===== config.mk =====
export PLATFORM = sky130hd
export DESIGN_NAME = lsu_flat
export DESIGN_NICKNAME = d
export VERILOG_FILES = /design/src/rtl/lsu_pkg.sv /design/src/rtl/lsu_if.sv /design/src/rtl/lsu_lane.sv /design/src/rtl/lsu.sv /design/src/flat_wrapper.sv
export SDC_FILE = /design/constraint.sdc
export NUM_CORES = 1
export LEC_CHECK = 0
export ABC_CLOCK_PERIOD_IN_PS = 4500
export CAP_MARGIN = 15
export CELL_PAD_IN_SITES_DETAIL_PLACEMENT = 0
export CELL_PAD_IN_SITES_GLOBAL_PLACEMENT = 1
export CORE_UTILIZATION = 34
export DETAILED_ROUTE_END_ITERATION = 8
export PLACE_DENSITY_LB_ADDON = 0.1
export SLEW_MARGIN = 10
export SYNTH_ARGS = -nofsm -noshare
export SYNTH_HDL_FRONTEND = slang
export SYNTH_SLANG_ARGS = --single-unit

===== constraint.sdc =====
create_clock -name clk -period 4.5 [get_ports clk]
set_clock_uncertainty 0.15 [all_clocks]
set_input_delay 0.9 -clock clk [delete_from_list [all_inputs] [get_ports clk]]
set_output_delay 0.9 -clock clk [all_outputs]
set_load 0.01 [all_outputs]

===== src/rtl/lsu_pkg.sv =====
// Shared definitions for the RV32I load/store unit.
// funct3 codes, status codes, FSM encoding and access classification.
package lsu_pkg;

    localparam logic [2:0] F3_LB  = 3'b000;
    localparam logic [2:0] F3_LH  = 3'b001;
    localparam logic [2:0] F3_LW  = 3'b010;
    localparam logic [2:0] F3_LBU = 3'b100;
    localparam logic [2:0] F3_LHU = 3'b101;
    localparam logic [2:0] F3_SB  = 3'b000;
    localparam logic [2:0] F3_SH  = 3'b001;
    localparam logic [2:0] F3_SW  = 3'b010;

    localparam logic [1:0] ERR_OK  = 2'b00;
    localparam logic [1:0] ERR_MIS = 2'b01;
    localparam logic [1:0] ERR_ILL = 2'b10;
    localparam logic [1:0] ERR_TMO = 2'b11;

    typedef enum logic [1:0] {
        S_IDLE = 2'd0,
        S_REQ  = 2'd1,
        S_DONE = 2'd2
    } state_t;

    // Illegal encodings take priority over alignment.
    function automatic logic [1:0] check_access(
        input logic       ld,
        input logic       st,
        input logic [2:0] f3,
        input logic [1:0] off
    );
        logic [1:0] e;
        e = ERR_OK;
        if (ld && st)
            e = ERR_ILL;
        else if (ld && (f3 == 3'b011 || f3 == 3'b110 || f3 == 3'b111))
            e = ERR_ILL;
        else if (st && f3 >= 3'b011)
            e = ERR_ILL;
        else if (f3[1:0] == 2'b10 && off != 2'b00)
            e = ERR_MIS;
        else if (f3[1:0] == 2'b01 && off[0])
            e = ERR_MIS;
        return e;
    endfunction

endpackage


===== src/rtl/lsu_if.sv =====
// Data-memory req/ack bus between the LSU and memory.
// The LSU drives the request side through the master modport.
interface lsu_if;

    logic        mem_req;
    logic        mem_we;
    logic [31:0] mem_addr;
    logic [3:0]  mem_be;
    logic [31:0] mem_wdata;
    logic [31:0] mem_rdata;
    logic        mem_ack;

    modport master (
        output mem_req, mem_we, mem_addr, mem_be, mem_wdata,
        input  mem_rdata, mem_ack
    );

    modport slave (
        input  mem_req, mem_we, mem_addr, mem_be, mem_wdata,
        output mem_rdata, mem_ack
    );

endinterface


===== src/rtl/lsu_lane.sv =====
// Byte-lane logic: store enables/replication and load lane extraction.
// Purely combinational; the store side sees live inputs, the load side latched ones.
module lsu_lane
    import lsu_pkg::*;
(
    input  logic        st_en,
    input  logic [2:0]  st_funct3,
    input  logic [1:0]  st_off,
    input  logic [31:0] st_data,
    output logic [3:0]  be,
    output logic [31:0] wdata,
    input  logic [2:0]  ld_funct3,
    input  logic [1:0]  ld_off,
    input  logic [31:0] rdata,
    output logic [31:0] ld_value
);

    logic [7:0]  byte_sel;
    logic [15:0] half_sel;

    always_comb begin
        be    = 4'b1111;
        wdata = '0;
        if (st_en) begin
            wdata = st_data;
            unique case (1'b1)
                (st_funct3 == F3_SB): begin
                    be    = 4'b0001 << st_off;
                    wdata = {4{st_data[7:0]}};
                end
                (st_funct3 == F3_SH): begin
                    be    = 4'b0011 << {st_off[1], 1'b0};
                    wdata = {2{st_data[15:0]}};
                end
                default: ;
            endcase
        end
    end

    always_comb begin
        byte_sel = rdata[{ld_off, 3'b000} +: 8];
        half_sel = ld_off[1] ? rdata[31:16] : rdata[15:0];
        ld_value = '0;
        unique case (1'b1)
            (ld_funct3 == F3_LB):  ld_value = {{24{byte_sel[7]}}, byte_sel};
            (ld_funct3 == F3_LH):  ld_value = {{16{half_sel[15]}}, half_sel};
            (ld_funct3 == F3_LW):  ld_value = rdata;
            (ld_funct3 == F3_LBU): ld_value = {24'd0, byte_sel};
            (ld_funct3 == F3_LHU): ld_value = {16'd0, half_sel};
            default: ;
        endcase
    end

endmodule


===== src/rtl/lsu.sv =====
// RV32I load/store unit: one req/ack memory transaction per accepted start.
// Misaligned, illegal and non-memory requests complete without touching the bus.
module lsu
    import lsu_pkg::*;
#(
    parameter int unsigned TIMEOUT = 255
) (
    input  logic        clk,
    input  logic        rst,
    input  logic        start,
    input  logic        is_load,
    input  logic        is_store,
    input  logic [2:0]  funct3,
    input  logic [31:0] addr,
    input  logic [31:0] store_data,
    output logic        busy,
    output logic        done,
    output logic [31:0] load_data,
    output logic [1:0]  err_code,
    lsu_if.master       bus
);

    localparam logic [7:0] TMO = TIMEOUT[7:0];

    state_t      state;
    logic [7:0]  cnt;
    logic [2:0]  f3_q;
    logic [1:0]  off_q;
    logic        ld_q;
    logic [1:0]  acc_err;
    logic [3:0]  lane_be;
    logic [31:0] lane_wdata;
    logic [31:0] ld_value;

    assign acc_err = check_access(is_load, is_store, funct3, addr[1:0]);

    lsu_lane u_lane (
        .st_en     (is_store),
        .st_funct3 (funct3),
        .st_off    (addr[1:0]),
        .st_data   (store_data),
        .be        (lane_be),
        .wdata     (lane_wdata),
        .ld_funct3 (f3_q),
        .ld_off    (off_q),
        .rdata     (bus.mem_rdata),
        .ld_value  (ld_value)
    );

    always_ff @(posedge clk) begin
        if (rst) begin
            state         <= S_IDLE;
            busy          <= 1'b0;
            done          <= 1'b0;
            load_data     <= '0;
            err_code      <= ERR_OK;
            cnt           <= '0;
            f3_q          <= '0;
            off_q         <= '0;
            ld_q          <= 1'b0;
            bus.mem_req   <= 1'b0;
            bus.mem_we    <= 1'b0;
            bus.mem_addr  <= '0;
            bus.mem_be    <= '0;
            bus.mem_wdata <= '0;
        end else begin
            done <= 1'b0;
            unique case (state)
                S_IDLE: begin
                    if (start) begin
                        f3_q      <= funct3;
                        off_q     <= addr[1:0];
                        ld_q      <= is_load;
                        load_data <= '0;
                        busy      <= 1'b1;
                        if (!is_load && !is_store) begin
                            state    <= S_DONE;
                            done     <= 1'b1;
                            err_code <= ERR_OK;
                        end else if (acc_err != ERR_OK) begin
                            state    <= S_DONE;
                            done     <= 1'b1;
                            err_code <= acc_err;
                        end else begin
                            state         <= S_REQ;
                            err_code      <= ERR_OK;
                            cnt           <= '0;
                            bus.mem_req   <= 1'b1;
                            bus.mem_we    <= is_store;
                            bus.mem_addr  <= {addr[31:2], 2'b00};
                            bus.mem_be    <= lane_be;
                            bus.mem_wdata <= lane_wdata;
                        end
                    end
                end
                S_REQ: begin
                    // An ack on the final wait cycle still counts as success.
                    if (bus.mem_ack) begin
                        bus.mem_req <= 1'b0;
                        state       <= S_DONE;
                        done        <= 1'b1;
                        err_code    <= ERR_OK;
                        load_data   <= ld_q ? ld_value : '0;
                    end else if (cnt + 8'd1 == TMO) begin
                        bus.mem_req <= 1'b0;
                        state       <= S_DONE;
                        done        <= 1'b1;
                        err_code    <= ERR_TMO;
                        load_data   <= '0;
                    end else begin
                        cnt <= cnt + 8'd1;
                    end
                end
                S_DONE: begin
                    state <= S_IDLE;
                    busy  <= 1'b0;
                end
                default: begin
                    state <= S_IDLE;
                    busy  <= 1'b0;
                end
            endcase
        end
    end

endmodule


===== src/flat_wrapper.sv =====
// flat-port wrapper written by rule: the top's interface ports become plain ports
module lsu_flat import lsu_pkg::*;
#(
    parameter int unsigned TIMEOUT = 255
)
  (clk, rst, start, is_load, is_store, funct3, addr, store_data, busy, done, load_data, err_code, bus_mem_req, bus_mem_we, bus_mem_addr, bus_mem_be, bus_mem_wdata, bus_mem_rdata, bus_mem_ack);
  lsu_if bus_i ();
  input  logic clk;
  input  logic rst;
  input  logic start;
  input  logic is_load;
  input  logic is_store;
  input  logic [2:0] funct3;
  input  logic [31:0] addr;
  input  logic [31:0] store_data;
  output logic busy;
  output logic done;
  output logic [31:0] load_data;
  output logic [1:0] err_code;
  output wire logic [$bits(bus_i.mem_req)-1:0] bus_mem_req;
  output wire logic [$bits(bus_i.mem_we)-1:0] bus_mem_we;
  output wire logic [$bits(bus_i.mem_addr)-1:0] bus_mem_addr;
  output wire logic [$bits(bus_i.mem_be)-1:0] bus_mem_be;
  output wire logic [$bits(bus_i.mem_wdata)-1:0] bus_mem_wdata;
  input wire logic [$bits(bus_i.mem_rdata)-1:0] bus_mem_rdata;
  input wire logic [$bits(bus_i.mem_ack)-1:0] bus_mem_ack;
  assign bus_mem_req = bus_i.mem_req;
  assign bus_mem_we = bus_i.mem_we;
  assign bus_mem_addr = bus_i.mem_addr;
  assign bus_mem_be = bus_i.mem_be;
  assign bus_mem_wdata = bus_i.mem_wdata;
  assign bus_i.mem_rdata = bus_mem_rdata;
  assign bus_i.mem_ack = bus_mem_ack;
  lsu #(.TIMEOUT(TIMEOUT)) u_core (.clk(clk), .rst(rst), .start(start), .is_load(is_load), .is_store(is_store), .funct3(funct3), .addr(addr), .store_data(store_data), .busy(busy), .done(done), .load_data(load_data), .err_code(err_code), .bus(bus_i));
endmodule

Word-level counts from Yosys, hierarchy flattened
Cells that the tools add are included.
{"block": "totals", "inputBits": 105, "out_inout_bits": 106, "wordCells": 111, "register_bits": 120}
{"block": "op_classes", "n_shift": 3, "n_eq_ne": 18, "n_reduce_logical": 23, "bitwise_logic": 3, "n_addsub": 1, "n_lt_le_gt_ge": 1, "mux": 48}
{"operator": "2-to-1 mux 32 bit", "n": 5}
{"operator": "case mux 32 bit (5 select lines)", "n": 1}
{"operator": "case mux 32 bit (2 select lines)", "n": 2}
{"operator": "2-to-1 mux 8 bit", "n": 5}
{"operator": "indexed part select 32 x 6 -> 8 bit", "n": 1}
{"operator": "2-to-1 mux 2 bit", "n": 14}
{"operator": "2-to-1 mux 16 bit", "n": 1}
{"operator": "case mux 8 bit (2 select lines)", "n": 1}
{"operator": "== test 3 bit, second input constant", "n": 4}
{"operator": "2-to-1 mux 1 bit", "n": 12}
{"operator": "!= test 2 bit, second input constant", "n": 5}
{"operator": "adder 8 x 1 -> 8 bit, second input constant", "n": 1}
{"operator": "== test 8 bit, second input constant", "n": 1}
{"operator": "case mux 2 bit (2 select lines)", "n": 2}
{"operator": "case mux 4 bit (2 select lines)", "n": 1}
{"operator": "== test 3 x 1 -> 1 bit, second input constant", "n": 2}
{"operator": "== test 3 x 2 -> 1 bit, second input constant", "n": 2}
{"operator": "logical AND 1 bit", "n": 6}
{"operator": "zero test 3 bit", "n": 2}
{"operator": "case mux 1 bit (2 select lines)", "n": 3}
{"operator": "AND reduction 2 bit", "n": 3}
{"operator": "AND reduction 6 bit", "n": 1}
{"operator": "nonzero test 2 bit", "n": 3}
{"operator": "AND reduction 5 bit", "n": 1}
{"operator": "other kinds (13)", "n": 18}

Logic depth before layout (Yosys ltp)
Gate-level depths: netlist of the first run.
{"block": "depth", "ltp_word": 12, "ltp_mapped": 10, "mapped_depth_nobuf": 7}

Cells and area by module
A second synthesis of the first run with hierarchy kept.
{"block": "hier_totals", "hier_cells": 713, "area_unflattened_um2": 5974.5}
{"module": "lsu", "area_per_inst_um2": 4599.4, "cells_each": 521, "n_inst": 1, "seq_area_each_um2": 2402.3}
{"module": "lsu_lane", "area_per_inst_um2": 1375.1, "cells_each": 192, "n_inst": 1, "seq_area_each_um2": 0.0}

Least setup slack after synthesis of the first run
OpenSTA, ideal clock, no wires.
{"block": "synth_path", "path_type": "input port to flip-flop", "startpoint": "input port is_load", "endpoint": "register u_core.bus.mem_be[2]", "arrival_ns": 2.264, "setup_time_ns": 0.132, "cell_stages": 8, "path_slack_ns": 1.954, "required_time_ns": 4.218, "path_buffers": 2, "path_cell_list": "buf_4 xnor2_1 or3_1 a21oi_2 nand2_1 buf_2 a211oi_1 nor3_1"}
{"block": "synth_via", "elab_chain_len": 6, "elab_cells_between_ends": 10, "classes_between": "mux (2); bitwise (2); reduce/logical (6)"}
{"element": "from (decl)", "line_no": "flat_wrapper.sv:11", "rtl": "input logic is_load;"}
{"element": "logical AND 1 bit", "line_no": "lsu_pkg.sv:36", "rtl": "else if (ld && (f3 == 3'b011 || f3 == 3'b110 || f3 == 3'b111))"}
{"element": "2-to-1 mux 2 bit", "line_no": "lsu_pkg.sv:36"}
{"element": "2-to-1 mux 2 bit", "line_no": "lsu_pkg.sv:34", "rtl": "if (ld && st)"}
{"element": "nonzero test 2 bit", "line_no": "lsu.sv:80", "rtl": "end else if (acc_err != ERR_OK) begin"}
{"element": "NOT 1 bit (no source line)"}
{"element": "AND reduction 4 bit (no source line) *"}
{"element": "to (signal assigned)", "line_no": "lsu.sv:91", "rtl": "bus.mem_be <= lane_be;"}
{"element": "to (decl)", "line_no": "lsu_if.sv:14", "rtl": "output mem_req, mem_we, mem_addr, mem_be, mem_wdata,"}
Mark *: on every way between the ends. The rest lies on a longest branch, timed or not.
A chain may end at the register's enable or synchronous reset.

Worst setup path after layout of the first run
{"block": "layout_path", "startpoint": "input port is_store", "endpoint": "register u_core.bus.mem_addr[22]"}
{"block": "layout_via", "elab_chain_len": 7, "elab_cells_between_ends": 11, "classes_between": "mux (3); bitwise (2); reduce/logical (6)"}
{"element": "from (decl)", "line_no": "flat_wrapper.sv:12", "rtl": "input logic is_store;"}
{"element": "logical AND 1 bit", "line_no": "lsu_pkg.sv:38", "rtl": "else if (st && f3 >= 3'b011)"}
{"element": "2-to-1 mux 2 bit", "line_no": "lsu_pkg.sv:38"}
{"element": "2-to-1 mux 2 bit", "line_no": "lsu_pkg.sv:36"}
{"element": "2-to-1 mux 2 bit", "line_no": "lsu_pkg.sv:34"}
{"element": "nonzero test 2 bit", "line_no": "lsu.sv:80"}
{"element": "NOT 1 bit (no source line)"}
{"element": "AND reduction 4 bit (no source line) *"}
{"element": "to (signal assigned)", "line_no": "lsu.sv:90", "rtl": "bus.mem_addr <= {addr[31:2], 2'b00};"}
{"element": "to (decl)", "line_no": "lsu_if.sv:14"}
Marks and branches as above.

==> results.cfg, run 1 <==
[routing]
initialDrtViolationCount = 328
detail_route.first_pass.iterations = 5
detail-route-antenna-nets = 0
wl_per_cell_um = 16.6
viasPerCell = 5.20
drcViolationCount = 0
totalWireLength_um = 17700
vias = 5524

[die]
io_pins = 211
dieArea_sq_um = 16600
core_sq_um = 15400
floorplan.rows = 45
start_util_pct = 35.4
die_x_um = 129
die_y_um = 129

[worst_hold_path]
hold_class = flip-flop to flip-flop

[clock_tree]
cts-buffers-inserted = 17
path_clk_slew_ns = 0.06
h-tree-depth = 4
ctsResizeCount = 0
cts_sinks = 120
cts-root-buf = clkbuf_16
cts_buffer_depth = 2
clk_latency_ns = 0.42
cts_tree = done
postCtsSetupRepairBufs = 0
cts-hold-fix-buffers = 0

[worst_setup_path]
worstPathCellList = clkdlybuf4s50_1, buf_4, nor2_1, a21oi_1, a21oi_2, nand2_2, buf_4, nand2_1, a21oi_1
critPathKind = input port to flip-flop
critical-path-max-stage-delay_ns = 0.51
crit_fanout = 38
reg2reg_slack_ns = 1.83
crit_path_start_kind = input port
required_ns = 4.69
arrival_ns = 3.40
critPathBufInv = 3
crit_path_end_kind = flip-flop
critPathSlowestCell = clkdlybuf4s50_1
critPathTopFamily = buffers and inverters

[placement]
place.gp.congestion = 0.853
placed_area_sq_um = 7630
portBuffers = 208
dp_slack_ns = 0.858
hpwl_um = 12600

[job]
drv_cap = 0

[sta]
max_clock_freq_mhz = 311
slew_viol_final = 0
finalHoldViolCount = 0
timing.final.ws_setup_ns = 1.29
setup-tns-final_ns = 0
finalSetupViolations = 0
tightest_slew_ns = 1.03
min_period_over_period_pct = 71.4
relSlewSlack_pct = 31.1
min_period_ns = 3.21
rsz0062_at_grt = false

[synth]
synth_area_leader_cell = dfxtp_1
synth_top_area_share_pct = 44.0
synth-edff-count = 0
ys.flop_type = dfxtp_1
syn_area_per_cell_sq_um = 8.34
async_flop_share_pct = 0
synthDistinctLibCells = 55
synth.area.top_cells = dfxtp_1 (44%), a21oi_1 (11%), nand2_1 (8.2%)
synth_cells = 655
synth-seq-area-share_pct = 44.0
yosysWarnings = 0
ys_seq_elements = 120
synth_area_sq_um = 5460

[global_route]
antenna_found_initial = 0
grt_pass1_wl_um = 27400
grt_use_total_pct = 21.8
gr-total-overflow = 0
grt_pass1_vias = 5317
grt_max_degree = 89

[cells_and_area]
design_area_sq_um = 8290
fin_util_pct = 53.7
syn_to_final_growth_pct = 51.8
finalNetCount = 946
layout_commonest_cell = clkdlybuf4s50_1
final_cell_mix = clkdlybuf4s50_1 (207), dfxtp_1 (120), a21oi_1 (119), nand2_1 (119), nand3_1 (36)
insertedDiodeCount = 0
drive_gt1_share_pct = 8.92

[power]
switching_power_uw = 757
comb_power_share_pct = 13.7
seq_power_share_pct = 36.6
ir_drop_v = 0.000272
power_density_nw_per_um2 = 369
intPower_uw = 2300
clockPowerShare_pct = 49.6
swShare_pct = 24.8
power.leakage_uw = 0.00290

[outcome]
outcome = completed
==> sequential cells by signal (all words and copies together) (netlist names), 2 cells and up <==
name and cells:
u_core.bus.mem_addr 30, u_core.bus.mem_be 4, u_core.bus.mem_wdata 32, u_core.cnt 8, u_core.err_code 2, u_core.f3_q 3
u_core.load_data 32, u_core.off_q 2, u_core.state 2
==> routing by layer <==
| layer | track usage, % | up-vias | wire, um |
|---|---|---|---|
| met4 | 10.0 | 0 | 448 |
| met5 | 0 | - | 0 |
| met1 | 25.8 | 2597 | 7490 |
| met3 | 7.86 | 31 | 1350 |
| met2 | 35.1 | 191 | 8370 |
| li1 | - | 2705 | - |
==> per-stage QoR <==
step | std cells | power, uW | hold slack [ns]
after floorplan | 656 | 1360 | 0.323
after global placement | 1031 | 1560 | 0.286
after detailed placement | 1031 | 1560 | 0.293
after CTS | 1063 | 3080 | 0.306
after global routing | 1063 | 3180 | 0.320
final | 1063 | 3060 | 0.301
==> area by class of cell <==
cell class | instances | area (sq um)
Fill cell | 1442 | 7140
Multi-Input combinational cell | 473 | 2760
Sequential cell | 120 | 2400
Timing Repair Buffer | 219 | 2170
Clock buffer | 18 | 439
Tap cell | 211 | 264
Clock inverter | 14 | 221
Inverter | 8 | 30.0
==> cell families (layout without fill, tap and decap cells) <==
kind of cell,Yosys count,count (layout),share of synthesized area (%)
AOI/OAI and AO/OA,202,202,23.4
xor gates and xnor gates,3,3,0.481
adders and majority gates,2,2,0.458
buffers and inverters,63,259,5.63
DFF,120,120,44.0
muxes,40,40,7.74
other,1,2,0.0686
and+or+nand+nor,224,224,18.2
==> worst register-to-register path: stages, from the launching register on <==
cell and delay (ns):
dfxtp_1 0.93, mux2_2 0.46, mux2i_1 0.19, nor2_1 0.18, a311o_1 0.42, a32o_1 0.24
==> Yosys cell counts (all sizes together) (3+ instances only) <==
| master | n |
|---|---|
| or2 | 4 |
| nand2 | 120 |
| mux2 | 18 |
| o211ai | 5 |
| dfxtp | 120 |
| nor2b | 4 |
| nand2b | 3 |
| nand3 | 36 |
| inv | 8 |
| a21oi | 121 |
| buf | 27 |
| a22o | 8 |
| clkbuf | 28 |
| a21o | 6 |
| o21ai | 4 |
| or3 | 3 |
| o22ai | 8 |
| nor2 | 29 |
| o2111ai | 8 |
| a211oi | 12 |
| o2bb2ai | 17 |
| nor3 | 13 |
| mux2i | 22 |
==> path summary, 6_finish.rpt <==
kind | from | endpoint | depth (start not counted)
max | is_store | u_core.bus.mem_addr[22] | 9
min reg2reg | u_core.load_data[2] | u_core.load_data[2] | 1
max reg2reg | u_core.off_q[1] | u_core.load_data[7] | 5
min | u_core.load_data[2] | u_core.load_data[2] | 1
==> power groups by stage <==
| stage | combinational, uW | sequential [uW] | clock, uW |
|---|---|---|---|
| finish | 420 | 1120 | 1520 |
| global route | 460 | 1120 | 1590 |
| CTS | 421 | 1120 | 1540 |
| detailed placement | 419 | 1140 | 0 |
| global placement | 414 | 1140 | 0 |
| floorplan | 219 | 1140 | 0 |
Power figures use the tool's default switching activity.
==> run 2: changes to the inputs <==
--- a/config.mk
+++ b/config.mk
@@ -5,11 +5,11 @@
 export SDC_FILE = /design/constraint.sdc
 export NUM_CORES = 1
 export LEC_CHECK = 0
-export ABC_CLOCK_PERIOD_IN_PS = 4500
+export ABC_CLOCK_PERIOD_IN_PS = 3200
 export CAP_MARGIN = 15
 export CELL_PAD_IN_SITES_DETAIL_PLACEMENT = 0
 export CELL_PAD_IN_SITES_GLOBAL_PLACEMENT = 1
-export CORE_UTILIZATION = 34
+export CORE_UTILIZATION = 31
 export DETAILED_ROUTE_END_ITERATION = 8
 export PLACE_DENSITY_LB_ADDON = 0.1
 export SLEW_MARGIN = 10
==> constraint.sdc (replaced) <==
create_clock -name clk -period 3.2 [get_ports clk]
set_clock_uncertainty 0.15 [all_clocks]
set_input_delay 0.64 -clock clk [delete_from_list [all_inputs] [get_ports clk]]
set_output_delay 0.64 -clock clk [all_outputs]
set_load 0.01 [all_outputs]
==> results.cfg, run 2 (synthesis gave the netlist of run 1 again) <==
[clock_tree]
ctsResizeCount = 0
postCtsSetupRepairBufs = 0
path_clk_slew_ns = 0.06
cts-buffers-inserted = 17
clk_latency_ns = 0.41
cts_sinks = 120
cts_buffer_depth = 2
h-tree-depth = 4
cts_tree = done
cts-root-buf = clkbuf_16
cts-hold-fix-buffers = 0

[sta]
slew_viol_final = 0
finalSetupViolations = 0
whs_ns = 0.297
min_period_ns = 2.64
max_clock_freq_mhz = 378
tightest_slew_ns = 0.853
rsz0062_at_grt = false
min_period_over_period_pct = 82.6
finalHoldViolCount = 0
relSlewSlack_pct = 43.1
setup-tns-final_ns = 0

[worst_hold_path]
hold_class = flip-flop to flip-flop

[cells_and_area]
finalNetCount = 952
drive_gt1_share_pct = 9.11
final_cell_mix = clkdlybuf4s50_1 (207), dfxtp_1 (120), a21oi_1 (119), nand2_1 (119), nand3_1 (36)
nFillCells = 1598
layout_commonest_cell = clkdlybuf4s50_1
syn_to_final_growth_pct = 51.6
largest_registers = u_core.bus.mem_wdata: 32 flops, u_core.load_data: 32 flops, u_core.bus.mem_addr: 30 flops
fin_util_pct = 48.0
insertedDiodeCount = 0

[power]
clockPowerShare_pct = 47.0
comb_power_share_pct = 14.8
seq_power_share_pct = 38.3
power_density_nw_per_um2 = 495
ir_drop_v = 0.000375
power.leakage_uw = 0.00290
switching_power_uw = 1020
intPower_uw = 3080
power_uw = 4100
swShare_pct = 24.8

[worst_setup_path]
arrival_ns = 2.83
crit_path_start_kind = input port
critPathKind = input port to flip-flop
crit_path_end_kind = flip-flop
worstPathCellList = clkdlybuf4s50_1, xnor2_1, or3_1, a21oi_2, and2_2, buf_12, o2111ai_1, a21oi_1
required_ns = 3.39
critPathSlowestCell = clkdlybuf4s50_1
critical-path-max-stage-delay_ns = 0.62
crit_fanout = 69

[placement]
portBuffers = 208
hpwl_um = 12800
place.gp.congestion = 0.806

[routing]
wl_per_cell_um = 16.8
drcViolationCount = 0
viasPerCell = 5.07
detail-route-antenna-nets = 0
vias = 5482
totalWireLength_um = 18100
initialDrtViolationCount = 293
detail_route.first_pass.iterations = 4

[outcome]
outcome = completed

[die]
start_util_pct = 31.7
die_y_um = 135
io_pins = 211
core_sq_um = 17200
die_x_um = 135
floorplan.rows = 48
dieArea_sq_um = 18200

[global_route]
grt_pass1_wl_um = 28400
grt_max_degree = 70
grt_use_total_pct = 20.1
gr-total-overflow = 0
antenna_found_initial = 1
grt_pass1_vias = 5546

[job]
drv_cap = 0
-- run 2: final cells by class --
type                            instances  area [sq um]  share of cell area [%]
Timing Repair Buffer                  225          2220                    26.8
Clock inverter                          9           125                    1.51
Tap cell                              225           282                    3.40
Sequential cell                       120          2400                    29.0
Multi-Input combinational cell        473          2760                    33.4
Inverter                                8          30.0                   0.363
Clock buffer                           21           460                    5.56
-- run 2: worst paths after layout --
path	startpoint	to	slack, ns	cells past startpoint
setup / recovery	is_load	u_core.bus.mem_wdata[28]	0.56	8
hold / removal	u_core.bus.mem_wdata[2]	u_core.bus.mem_wdata[2]	0.30	2
setup reg to reg	u_core.cnt[3]	u_core.load_data[13]	0.84	7
hold reg to reg	u_core.bus.mem_wdata[2]	u_core.bus.mem_wdata[2]	0.30	2
-- run 2: through the flow --
step | setup slack, ns | std cells | instance area (sq um)
5_1_grt | 0.370 | 1081 | 8280
2_1_floorplan | 0.914 | 656 | 5470
6_report | 0.557 | 1081 | 8280
4_1_cts | 0.594 | 1081 | 8280
3_5_place_dp | 0.183 | 1051 | 7690
3_3_place_gp | 0.239 | 1051 | 7690
-- run 2: per-layer routing --
layer,vias up,track usage [%],wire (um)
met3,12,8.71,1580
met4,0,5.24,161
li1,2712,-,-
met2,175,32.7,8670
met1,2583,24.1,7710
met5,-,0,0
-- run 2: power groups by stage --
stage	Combinational [uW]	Sequential, uW	Clock, uW
2_1_floorplan	308	1600	0
3_3_place_gp	594	1600	0
3_5_place_dp	604	1600	0
4_1_cts	607	1570	1970
5_1_grt	661	1570	2030
6_report	606	1570	1930
-- run 2: critical path: cells and delay by family --
| family | cells | cell delay, ns |
|---|---|---|
| and+or+nand+nor | 2 | 0.54 |
| buffers and inverters | 2 | 0.91 |
| xor gates and xnor gates | 1 | 0.12 |
| AOI/OAI and AO/OA | 3 | 0.59 |
